`src/rtl/maindec_mc.sv`:
```
// Multi-cycle MIPS main decoder: fetch/decode/execute FSM with extended
// opcodes, 3-bit ALUOp, zero-extend select, memory stall handshake and
// illegal-opcode reporting. All control outputs decode from state, op, memready.
module maindec_mc #(
  parameter bit MEM_HANDSHAKE = 1'b1,
  parameter bit ENABLE_EXT    = 1'b1
) (
  input  logic       clk,
  input  logic       reset,
  input  logic [5:0] op,
  input  logic       memready,
  output logic       memreq,
  output logic       pcwrite,
  output logic       irwrite,
  output logic       regwrite,
  output logic       memwrite,
  output logic       iord,
  output logic       alusrca,
  output logic       branch,
  output logic       bne,
  output logic       extop,
  output logic       illegal,
  output logic [1:0] memtoreg,
  output logic [1:0] regdst,
  output logic [1:0] pcsrc,
  output logic [1:0] alusrcb,
  output logic [2:0] aluop,
  output logic [3:0] state
);

  typedef enum logic [3:0] {
    FETCH    = 4'd0,
    DECODE   = 4'd1,
    MEMADR   = 4'd2,
    MEMREAD  = 4'd3,
    MEMWB    = 4'd4,
    MEMWRITE = 4'd5,
    EXECUTE  = 4'd6,
    ALUWB    = 4'd7,
    BRANCH   = 4'd8,
    IEXEC    = 4'd9,
    IWB      = 4'd10,
    JUMP     = 4'd11,
    JAL      = 4'd12
  } state_t;

  localparam logic [5:0] OP_LW   = 6'b100011;
  localparam logic [5:0] OP_SW   = 6'b101011;
  localparam logic [5:0] OP_R    = 6'b000000;
  localparam logic [5:0] OP_BEQ  = 6'b000100;
  localparam logic [5:0] OP_BNE  = 6'b000101;
  localparam logic [5:0] OP_ADDI = 6'b001000;
  localparam logic [5:0] OP_SLTI = 6'b001010;
  localparam logic [5:0] OP_ANDI = 6'b001100;
  localparam logic [5:0] OP_ORI  = 6'b001101;
  localparam logic [5:0] OP_J    = 6'b000010;
  localparam logic [5:0] OP_JAL  = 6'b000011;

  state_t state_q;
  state_t state_d;
  logic   rdy;
  logic   is_lw, is_sw, is_r, is_beq, is_bne, is_addi;
  logic   is_slti, is_andi, is_ori, is_j, is_jal;

  // Without the handshake, memory is assumed to complete every cycle
  assign rdy = MEM_HANDSHAKE ? memready : 1'b1;

  // Opcode match; extended opcodes exist only when enabled
  always_comb begin
    is_lw   = (op == OP_LW);
    is_sw   = (op == OP_SW);
    is_r    = (op == OP_R);
    is_beq  = (op == OP_BEQ);
    is_addi = (op == OP_ADDI);
    is_j    = (op == OP_J);
    is_bne  = ENABLE_EXT && (op == OP_BNE);
    is_slti = ENABLE_EXT && (op == OP_SLTI);
    is_andi = ENABLE_EXT && (op == OP_ANDI);
    is_ori  = ENABLE_EXT && (op == OP_ORI);
    is_jal  = ENABLE_EXT && (op == OP_JAL);
  end

  // State register, asynchronous reset to FETCH
  always_ff @(posedge clk or posedge reset) begin
    if (reset) state_q <= FETCH;
    else       state_q <= state_d;
  end

  // Next-state and control decode
  always_comb begin
    state_d  = FETCH;
    memreq   = 1'b0;
    pcwrite  = 1'b0;
    irwrite  = 1'b0;
    regwrite = 1'b0;
    memwrite = 1'b0;
    iord     = 1'b0;
    alusrca  = 1'b0;
    branch   = 1'b0;
    bne      = 1'b0;
    extop    = 1'b0;
    illegal  = 1'b0;
    memtoreg = 2'b00;
    regdst   = 2'b00;
    pcsrc    = 2'b00;
    alusrcb  = 2'b00;
    aluop    = 3'b000;
    case (state_q)
      FETCH: begin
        memreq  = 1'b1;
        alusrcb = 2'b01;
        irwrite = rdy;
        pcwrite = rdy;
        state_d = rdy ? DECODE : FETCH;
      end
      DECODE: begin
        alusrcb = 2'b11;
        if (is_lw || is_sw)                        state_d = MEMADR;
        else if (is_r)                             state_d = EXECUTE;
        else if (is_beq || is_bne)                 state_d = BRANCH;
        else if (is_addi || is_slti || is_andi || is_ori) state_d = IEXEC;
        else if (is_j)                             state_d = JUMP;
        else if (is_jal)                           state_d = JAL;
        else begin
          illegal = 1'b1;
          state_d = FETCH;
        end
      end
      MEMADR: begin
        alusrca = 1'b1;
        alusrcb = 2'b10;
        if (is_lw)      state_d = MEMREAD;
        else if (is_sw) state_d = MEMWRITE;
        else            state_d = FETCH;
      end
      MEMREAD: begin
        iord    = 1'b1;
        memreq  = 1'b1;
        state_d = rdy ? MEMWB : MEMREAD;
      end
      MEMWB: begin
        regwrite = 1'b1;
        memtoreg = 2'b01;
      end
      MEMWRITE: begin
        iord     = 1'b1;
        memreq   = 1'b1;
        memwrite = 1'b1;
        state_d  = rdy ? FETCH : MEMWRITE;
      end
      EXECUTE: begin
        alusrca = 1'b1;
        aluop   = 3'b010;
        state_d = ALUWB;
      end
      ALUWB: begin
        regwrite = 1'b1;
        regdst   = 2'b01;
      end
      BRANCH: begin
        alusrca = 1'b1;
        aluop   = 3'b001;
        pcsrc   = 2'b01;
        branch  = is_beq;
        bne     = is_bne;
      end
      IEXEC: begin
        alusrca = 1'b1;
        alusrcb = 2'b10;
        extop   = is_andi || is_ori;
        if (is_slti)      aluop = 3'b101;
        else if (is_andi) aluop = 3'b011;
        else if (is_ori)  aluop = 3'b100;
        else              aluop = 3'b000;
        state_d = IWB;
      end
      IWB: begin
        regwrite = 1'b1;
      end
      JUMP: begin
        pcsrc   = 2'b10;
        pcwrite = 1'b1;
      end
      JAL: begin
        pcsrc    = 2'b10;
        pcwrite  = 1'b1;
        regwrite = 1'b1;
        regdst   = 2'b10;
        memtoreg = 2'b10;
      end
      default: state_d = FETCH;
    endcase
  end

  assign state = 4'(state_q);

endmodule

```
`config.mk`:
```
export PLATFORM = sky130hd
export DESIGN_NAME = maindec_mc
export DESIGN_NICKNAME = d
export VERILOG_FILES = /design/src/rtl/maindec_mc.sv
export SDC_FILE = /design/constraint.sdc
export NUM_CORES = 1
export LEC_CHECK = 0
export ABC_AREA = 1
export BUFFER_PORTS_ARGS = -buffer_cell sky130_fd_sc_hd__buf_4
export CORE_UTILIZATION = 46
export CTS_BUF_LIST = sky130_fd_sc_hd__clkbuf_16
export DETAILED_ROUTE_END_ITERATION = 8
export GPL_TIMING_DRIVEN = 0
export HOLD_SLACK_MARGIN = 0.03
export PLACE_DENSITY = 0.83
export SETUP_SLACK_MARGIN = 0.02
export SLEW_MARGIN = 20
export SYNTH_ARGS = -nofsm -noshare
export SYNTH_HDL_FRONTEND = slang
export SYNTH_SLANG_ARGS = --single-unit
```
`constraint.sdc`:
```
create_clock -name clk -period 2.6 [get_ports clk]
set_clock_uncertainty 0.2 [all_clocks]
set_input_delay 0.39 -clock clk [delete_from_list [all_inputs] [get_ports clk]]
set_output_delay 0.39 -clock clk [all_outputs]
set_load 0.01 [all_outputs]
```
==> results of run 1 <==
-- worst max-delay path, stage by stage (launching register included) --
cell,delay [ps]
dfrtp_1,450
inv_2,100
nand2_1,90
inv_1,100
nand2_1,90
nor2_1,250
inv_1,110
nand3_1,90
buf_4,120
-- worst min-delay path by stage --
| stage | start | to | depth (start not counted) |
|---|---|---|---|
| after global routing | op[3] | state[2] | 3 |
| after floorplan | reset | state[0] | 1 |
| final | op[3] | state[2] | 3 |
| after detailed placement | reset | state[1] | 2 |
| after CTS | op[3] | state[2] | 3 |
| after global placement | reset | state[3] | 2 |
-- layout by cell type (no fill, tap or decap) --
cell type,instances
dfrtp_1,4
nor2_2,5
buf_4,36
o21ai_0,1
a21oi_1,2
o21ai_1,2
nor3_1,1
a21oi_2,1
clkbuf_16,3
inv_2,7
or2_1,1
nand2_1,38
inv_1,14
nand2_2,3
nand4_1,2
dlygate4sd3_1,1
nor2_4,2
nor2_1,19
nand3b_1,3
nand3_1,14
-- layer usage --
| metal | part of all wire | vias to the layer above | global-route usage |
|---|---|---|---|
| met4 | 0.015 | 0 | 0.09483 |
| met1 | 0.38 | 399 | 0.3333 |
| met3 | 0.078 | 4 | 0.06358 |
| met5 | 0 | - | 0 |
| met2 | 0.53 | 48 | 0.6000 |
| li1 | - | 449 | - |
-- final cells by class --
class | count | area share
sequential | 4 | 0.1013
multi-input combinational | 94 | 0.4418
tap | 14 | 0.01772
buffer | 2 | 0.01519
clock buffer | 3 | 0.07595
inverter | 21 | 0.07975
timing repair buffer | 35 | 0.2684
-- per-stage QoR --
| stage | area (µm²) | util | setup slack [ps] | instances | hold WS [ps] |
|---|---|---|---|---|---|
| floorplan | 630.6 | - | 834.3 | 121 | -43.92 |
| global placement | 903.4 | 0.7616 | 714.2 | 169 | 76.54 |
| detailed placement | 903.4 | 0.7616 | 697.6 | 169 | 88.31 |
| CTS | 988.4 | 0.8333 | 428.1 | 173 | 244.0 |
| global route | 988.4 | 0.8333 | 343.9 | 173 | 275.2 |
| finish | 988.4 | 0.8333 | 391.7 | 173 | 249.6 |
-- timing repair --
action | in CTS | in global routing
hold endpoints to repair | 4 | 0
buffers inserted | 0 | 0
hold buffers | 1 | 0
-- power breakdown --
group / leakage (nW) / switching, mW / internal (mW) / total [mW]
clock network: 0.0370 / 0.0433 / 0.197 / 0.240
logic: 0.517 / 0.129 / 0.0944 / 0.223
registers: 0.0540 / 0.0130 / 0.0700 / 0.0830
total: 0.608 / 0.185 / 0.361 / 0.546
-- cell families after synthesis --
kind of cell    Yosys count  share of synthesized area
compound gates            6                    0.05357
buf+inv                  23                     0.1488
flops                     4                     0.1587
simple gates             88                     0.6389
==> impl_metrics.tcl, run 1 <==
set metrics [dict create \
    yosysWarnings 0 \
    ff2ff_setup_slack_ps 1080 \
    cts.sinks 4 \
    r2r_cells 7 \
    antenna_found_initial 0 \
    drc 0 \
    synth_seq_area_share 0.1587 \
    final_layout_size_suffix_gt1_frac 0.3585 \
    syn_inst 121 \
    dr.pass1.iters 4 \
    crit_type "reg -> out" \
    clk_pin_slew_worst_paths_ps 30 \
    first_iter_violations 36 \
    syn_area_per_cell_um2 5.212 \
    cts-htree-levels 1 \
    syn_area_um2 630.6 \
    hold_path_class "in -> reg" \
    die_h_um 39.03 \
    rows 12 \
    ant_nets 0 \
    cp.arrival_ps 1620 \
    cp-startpoint "state[1]" \
    start_kind "flip-flop" \
    hpwl_um 1539 \
    regArea_um2 100.1 \
    yosys-top-cells-count "nand2_1, nor2_1, inv_1, nand3_1, inv_2" \
    core_mm2 0.001186 \
    clk_latency_ps 220 \
    viasPerCell 5.202 \
    worstMarginPinSlew_ps 294.8 \
    netlist.area_leader.share 0.2262 \
    rr_startpoint "state[2]" \
    async_reset_ff_frac 1.000 \
    ir_drop_mv 0.2651 \
    power_density_mw_per_mm2 552.6 \
    syn_nets 130 \
    cap_violations 0 \
    port-buffer-count 34 \
    fin_nets 170 \
    total_power_mw 0.5462 \
    clock_tree.root_cell "clkbuf_16" \
    routedWlPerCell_um 12.00 \
    synth_ff_type "dfrtp_1" \
    via_count 900 \
    status "completed" \
    period_share 0.8494 \
    min_period_ps 2208 \
    io_pins 35 \
    post_cts_resized 0 \
    yosys_register_bits 4 \
    finalSetupTns_ps 0 \
    area_growth_pct 56.75 \
    largest_reg_flops 4 \
    crit_path_max_fanout 5 \
    cp-endpoint "pcwrite" \
    multiInputGateArea_um2 436.7 \
    cts_tree "yes" \
    synth_most_common_cell "nand2_1" \
    synth_edf_count 0 \
    yosys-top-cells-area "nand2_1, dfrtp_1, nor2_1, nand3_1, inv_1" \
    finalSetupViolCount 0 \
    maxSlewViolCount 0 \
    required_ps 2010 \
    yosys.area.top_type "nand2_1" \
    fmax_mhz 452.8 \
    clockBufferDepth 2 \
    fillCellCount 78 \
    die_w_um 39.03 \
    wirelength_um 2076 \
    rr_endpoint "state[0]" \
    num_antenna_cells 0 \
    gp_congestion 0.8635 \
    grt.overflow.total 0 \
    start_util 0.5316 \
    end_kind "primary output" \
    synth_cell_type_count 18 \
    grt_max_degree 11 \
    hold_viol 0 \
    die_area_mm2 0.001523 \
    grt_pass1_vias 774 \
    grt_use_total 0.3130 \
    total_leakage_power_nw 0.6084 \
    rsz0062_at_grt "no" \
    slew_headroom 0.8035 \
    cts_buffers 3 \
    grt_pass1_wl_um 3229 \
]
Power figures use the tool's default switching activity.
==> run 2, diff against run 1 <==
Settings changed: CORE_UTILIZATION 46 to 39, PLACE_DENSITY 0.83 to 0.75.
Clock period 2.6 ns to 1.9 ns, I/O delays scaled along.
==> impl_metrics.tcl, run 2 (synthesized netlist as in run 1, its figures left out) <==
set metrics [dict create \
    die_area_mm2 0.001782 \
    routedWlPerCell_um 10.88 \
    drc 0 \
    antenna_found_initial 0 \
    core_mm2 0.001506 \
    io_pins 35 \
    start_kind "flip-flop" \
    final_layout_size_suffix_gt1_frac 0.4793 \
    total_leakage_power_nw 0.6659 \
    power_density_mw_per_mm2 720.0 \
    clockBufferDepth 2 \
    worstMarginPinSlew_ps 263.6 \
    fmax_mhz 524.0 \
    via_count 932 \
    gp_congestion 0.8496 \
    hold_path_class "in -> reg" \
    dp.cells 171 \
    grt_pass1_wl_um 3029 \
    cts-htree-levels 1 \
    layout_commonest_cell "buf_4" \
    stdcell_count 185 \
    clk_latency_ps 220 \
    cts_tree "yes" \
    crit_family "simple AND/OR/NAND/NOR gates" \
    maxSlewViolCount 0 \
    ff2ff_setup_slack_ps 370 \
    min_to "state[2]" \
    cp-startpoint "state[2]" \
    cts.sinks 4 \
    clk_pin_slew_worst_paths_ps 30 \
    crit_chain "nor2_4 > inv_2 > nor2_1 > nand2_1 > nand3_1 > buf_4" \
    r2r_cells 8 \
    rr_startpoint "state[2]" \
    layout_common_cells "buf_4, nand2_1, nor2_1" \
    fin_nets 180 \
    slowest_stage "dfrtp_2" \
    status "finished, violations left" \
    largest_reg_flops 4 \
    crit_path_max_fanout 5 \
    min_period_ps 1908 \
    finalSetupTns_ps -8.382 \
    start_util 0.4186 \
    end_kind "primary output" \
    first_iter_violations 29 \
    required_ps 1410 \
    total_power_mw 0.8072 \
    grt_max_degree 11 \
    holdWs_ps 150.6 \
    grt_use_total 0.2149 \
    area_growth_pct 77.78 \
    viasPerCell 5.038 \
    die_w_um 42.21 \
    ant_nets 0 \
    cts_buffers 3 \
    crit_type "reg -> out" \
    period_share 1.004 \
    hold_viol 0 \
    rows 14 \
    hpwl_um 1409 \
    hp-start "op[3]" \
    place_ws_ps 210.1 \
    wirelength_um 2013 \
    min_path_cells 3 \
    violations "negative setup slack" \
    cpPeakStageDelay_ps 460 \
    port-buffer-count 34 \
    rr_endpoint "state[0]" \
    die_h_um 42.21 \
    cp.buffers_inverters 2 \
    grt_pass1_vias 740 \
    ir_drop_mv 0.4665 \
    cap_violations 0 \
    dr.pass1.iters 4 \
    worst_slack_ps -8.382 \
    clock_tree.root_cell "clkbuf_16" \
    grt.overflow.total 0 \
    finalSetupViolCount 1 \
    num_antenna_cells 0 \
    rsz0062_at_grt "yes" \
    slew_headroom 0.8236 \
    cp.arrival_ps 1420 \
]
==> run 2: changes by cell type in the layout (fill, tap and decap cells not counted), moves of 2 or more <==
cell     previous run  this run
nor2_4              2         4
buf_4              36        44
nand2_1            38        33
dfrtp_1             4         1
dfrtp_2             0         3
nand2_2             3         7
inv_1              14        11
buf_6               0         2
inv_4               0         2
==> run 2: power by group <==
| part | internal (mW) | leakage (nW) | switching [mW] | total [mW] |
|---|---|---|---|---|
| Combinational | 0.174 | 0.580 | 0.199 | 0.373 |
| Clock | 0.268 | 0.0370 | 0.0536 | 0.322 |
| Sequential | 0.0969 | 0.0492 | 0.0150 | 0.112 |
| Total | 0.540 | 0.666 | 0.268 | 0.807 |
==> run 2: metal layers <==
metal / global-route usage / vias to the layer above / share of wire
li1: - / 473 / -
met1: 0.2691 / 423 / 0.40
met2: 0.3631 / 36 / 0.54
met3: 0.05603 / 0 / 0.060
met4: 0.05625 / 0 / 0
met5: 0 / - / 0
==> run 2: how the worst max path moves through the flow <==
stage / slack (ps) / cells past startpoint / end
after floorplan: 240 / 7 / pcwrite
after global placement: 220 / 9 / illegal
after detailed placement: 210 / 9 / illegal
after CTS: 20 / 6 / illegal
after global routing: -50 / 7 / memreq
final: -8 / 6 / pcwrite
==> run 2: through the flow <==
step                      utilization  instance area, µm²
final                          0.7442                1121
after global routing           0.7442                1121
after CTS                      0.6636               999.7
after detailed placement       0.6013               905.9
after global placement         0.6013               905.9
after floorplan                     -               630.6
==> run 2: worst register-to-register path, stage by stage, from the launching register on <==
cell	delay, ps
dfrtp_2	460
nor2_4	180
inv_2	50
nor2_1	140
nand2_1	120
buf_4	150
nand2_1	50
nor2_1	40
nand3b_1	80
==> run 2: cell type report <==
| cell class | instances | area, µm² |
|---|---|---|
| multi-input combinational | 94 | 475.5 |
| fill | 132 | 385.4 |
| timing repair buffer | 45 | 347.8 |
| sequential | 4 | 103.9 |
| inverter | 21 | 83.83 |
| clock buffer | 3 | 75.07 |
| tap | 16 | 20.02 |
| buffer | 2 | 15.01 |
==> run 2: what timing repair did <==
action                     in CTS  in global routing
pin swaps                       1                  9
setup buffers                   0                 10
hold endpoints to repair        4                  0
setup endpoints to repair       8                 12
resized for setup               3                 18
hold buffers                    1                  0
==> run 3, diff against run 2 <==
Settings changed: MAX_ROUTING_LAYER from default to met4.
==> impl_metrics.tcl, run 3 (synthesized netlist as in run 1, its figures left out) <==
set metrics [dict create \
    status "finished, violations left" \
    violations "negative setup slack" \
    grt_use_total 0.2208 \
    port-buffer-count 34 \
    p_comb_frac 0.463 \
    start_util 0.4186 \
    io_pins 35 \
    seqPwrFrac 0.138 \
    min_period_ps 1905 \
    end_kind "primary output" \
    hpwl_um 1409 \
    drc 0 \
    crit_chain "nor2_4 > inv_2 > nor2_1 > nand2_1 > nand3_1 > buf_4" \
    stdcell_count 185 \
    switching_share 0.3326 \
    ir_drop_mv 0.4685 \
    power_density_mw_per_mm2 721.3 \
    rsz0062_at_grt "yes" \
    worst_slack_ps -5.294 \
    grt_pass1_wl_um 3022 \
    pwr-share-clk 0.399 \
    gp_congestion 0.8630 \
    first_iter_violations 26 \
    layout_commonest_cell "buf_4" \
    grt_pass1_vias 741 \
    via_count 943 \
    core_mm2 0.001506 \
    grt_max_degree 11 \
    fin_nets 180 \
    p_int_mw 0.5397 \
    largest_reg_flops 4 \
    die_w_um 42.21 \
    fillCellCount 132 \
    viasPerCell 5.097 \
    wirelength_um 2048 \
    cpPeakStageDelay_ps 460 \
    cts-htree-levels 1 \
    crit_family "simple AND/OR/NAND/NOR gates" \
    area_growth_pct 77.78 \
    clk_latency_ps 220 \
    cts_tree "yes" \
    dp.cells 171 \
    clock_tree.root_cell "clkbuf_16" \
    finalSetupViolCount 2 \
    clockBufferDepth 2 \
    cap_violations 0 \
    place_ws_ps 210.1 \
    cts.sinks 4 \
    die_h_um 42.21 \
    dr.pass1.iters 4 \
    final_layout_size_suffix_gt1_frac 0.4793 \
    start_kind "flip-flop" \
    crit_path_max_fanout 5 \
    crit_type "reg -> out" \
    layout_common_cells "buf_4, nand2_1, nor2_1" \
    worstMarginPinSlew_ps 283.2 \
    maxSlewViolCount 0 \
    antenna_found_initial 0 \
    num_antenna_cells 0 \
    fmax_mhz 524.9 \
    finalSetupTns_ps -8.741 \
    ant_nets 0 \
    cts_buffers 3 \
    cp.arrival_ps 1420 \
    hold_path_class "in -> reg" \
    total_power_mw 0.8087 \
    period_share 1.003 \
    slowest_stage "dfrtp_2" \
    p_switching_mw 0.2690 \
    clk_pin_slew_worst_paths_ps 30 \
    die_area_mm2 0.001782 \
    hold_viol 0 \
    holdWs_ps 152.4 \
    slew_headroom 0.8105 \
    rows 14 \
    routedWlPerCell_um 11.07 \
    cp.buffers_inverters 2 \
    grt.overflow.total 0 \
    required_ps 1410 \
    total_leakage_power_nw 0.6659 \
]
run 3: cell counts in the layout (fill, tap and decap cells not counted):
No cell type changed its count.
run 3: power by group through the flow:
stage,clock network [mW],registers [mW],logic (mW)
2_1_floorplan,0,0.116,0.161
3_3_place_gp,0,0.112,0.289
3_5_place_dp,0,0.114,0.293
4_1_cts,0.327,0.113,0.297
5_1_grt,0.335,0.113,0.404
6_report,0.323,0.112,0.374
run 3: final timing paths:
| path | start | endpoint | slack [ps] | depth (start not counted) |
|---|---|---|---|---|
| max | state[2] | pcwrite | -5 | 6 |
| min | op[3] | state[2] | 150 | 3 |
| max reg2reg | state[2] | state[0] | 380 | 8 |
| min reg2reg | state[3] | state[2] | 560 | 5 |
| max in group asynchronous | reset | state[1] | 1030 | 3 |
| min in group asynchronous | reset | state[0] | 310 | 3 |
run 3: cell type report:
type	instances	area, µm²	area share
Multi-Input combinational cell	94	475.5	0.4241
Timing Repair Buffer	45	347.8	0.3103
Sequential cell	4	103.9	0.09263
Inverter	21	83.83	0.07478
Clock buffer	3	75.07	0.06696
Tap cell	16	20.02	0.01786
Buffer	2	15.01	0.01339
run 3: per-stage QoR:
| step | cell area (µm²) | utilization |
|---|---|---|
| after global routing | 1121 | 0.7442 |
| final | 1121 | 0.7442 |
| after CTS | 999.7 | 0.6636 |
| after global placement | 905.9 | 0.6013 |
| after detailed placement | 905.9 | 0.6013 |
| after floorplan | 630.6 | - |
run 3: routing by layer:
layer  share of wire  vias to the layer above  track usage
met5               0                        -            -
met2            0.54                       40       0.3631
met1            0.39                      433       0.2691
met3           0.067                        0      0.05603
li1                -                      470            -
met4               0                        0      0.05625
run 3: timing repair:
item                                   CTS  global route
endpoints found under the hold margin    4             0
resized for setup                        3            18
buffers inserted                         0            10
setup endpoints to repair                8            12
hold buffers                             1             0
pin swaps                                1             9
run 3: worst min-delay path, delay by kind of cell:
| kind | cells | cell delay (ps) |
|---|---|---|
| buffers and inverters | 1 | 120 |
| and+or+nand+nor | 2 | 130 |
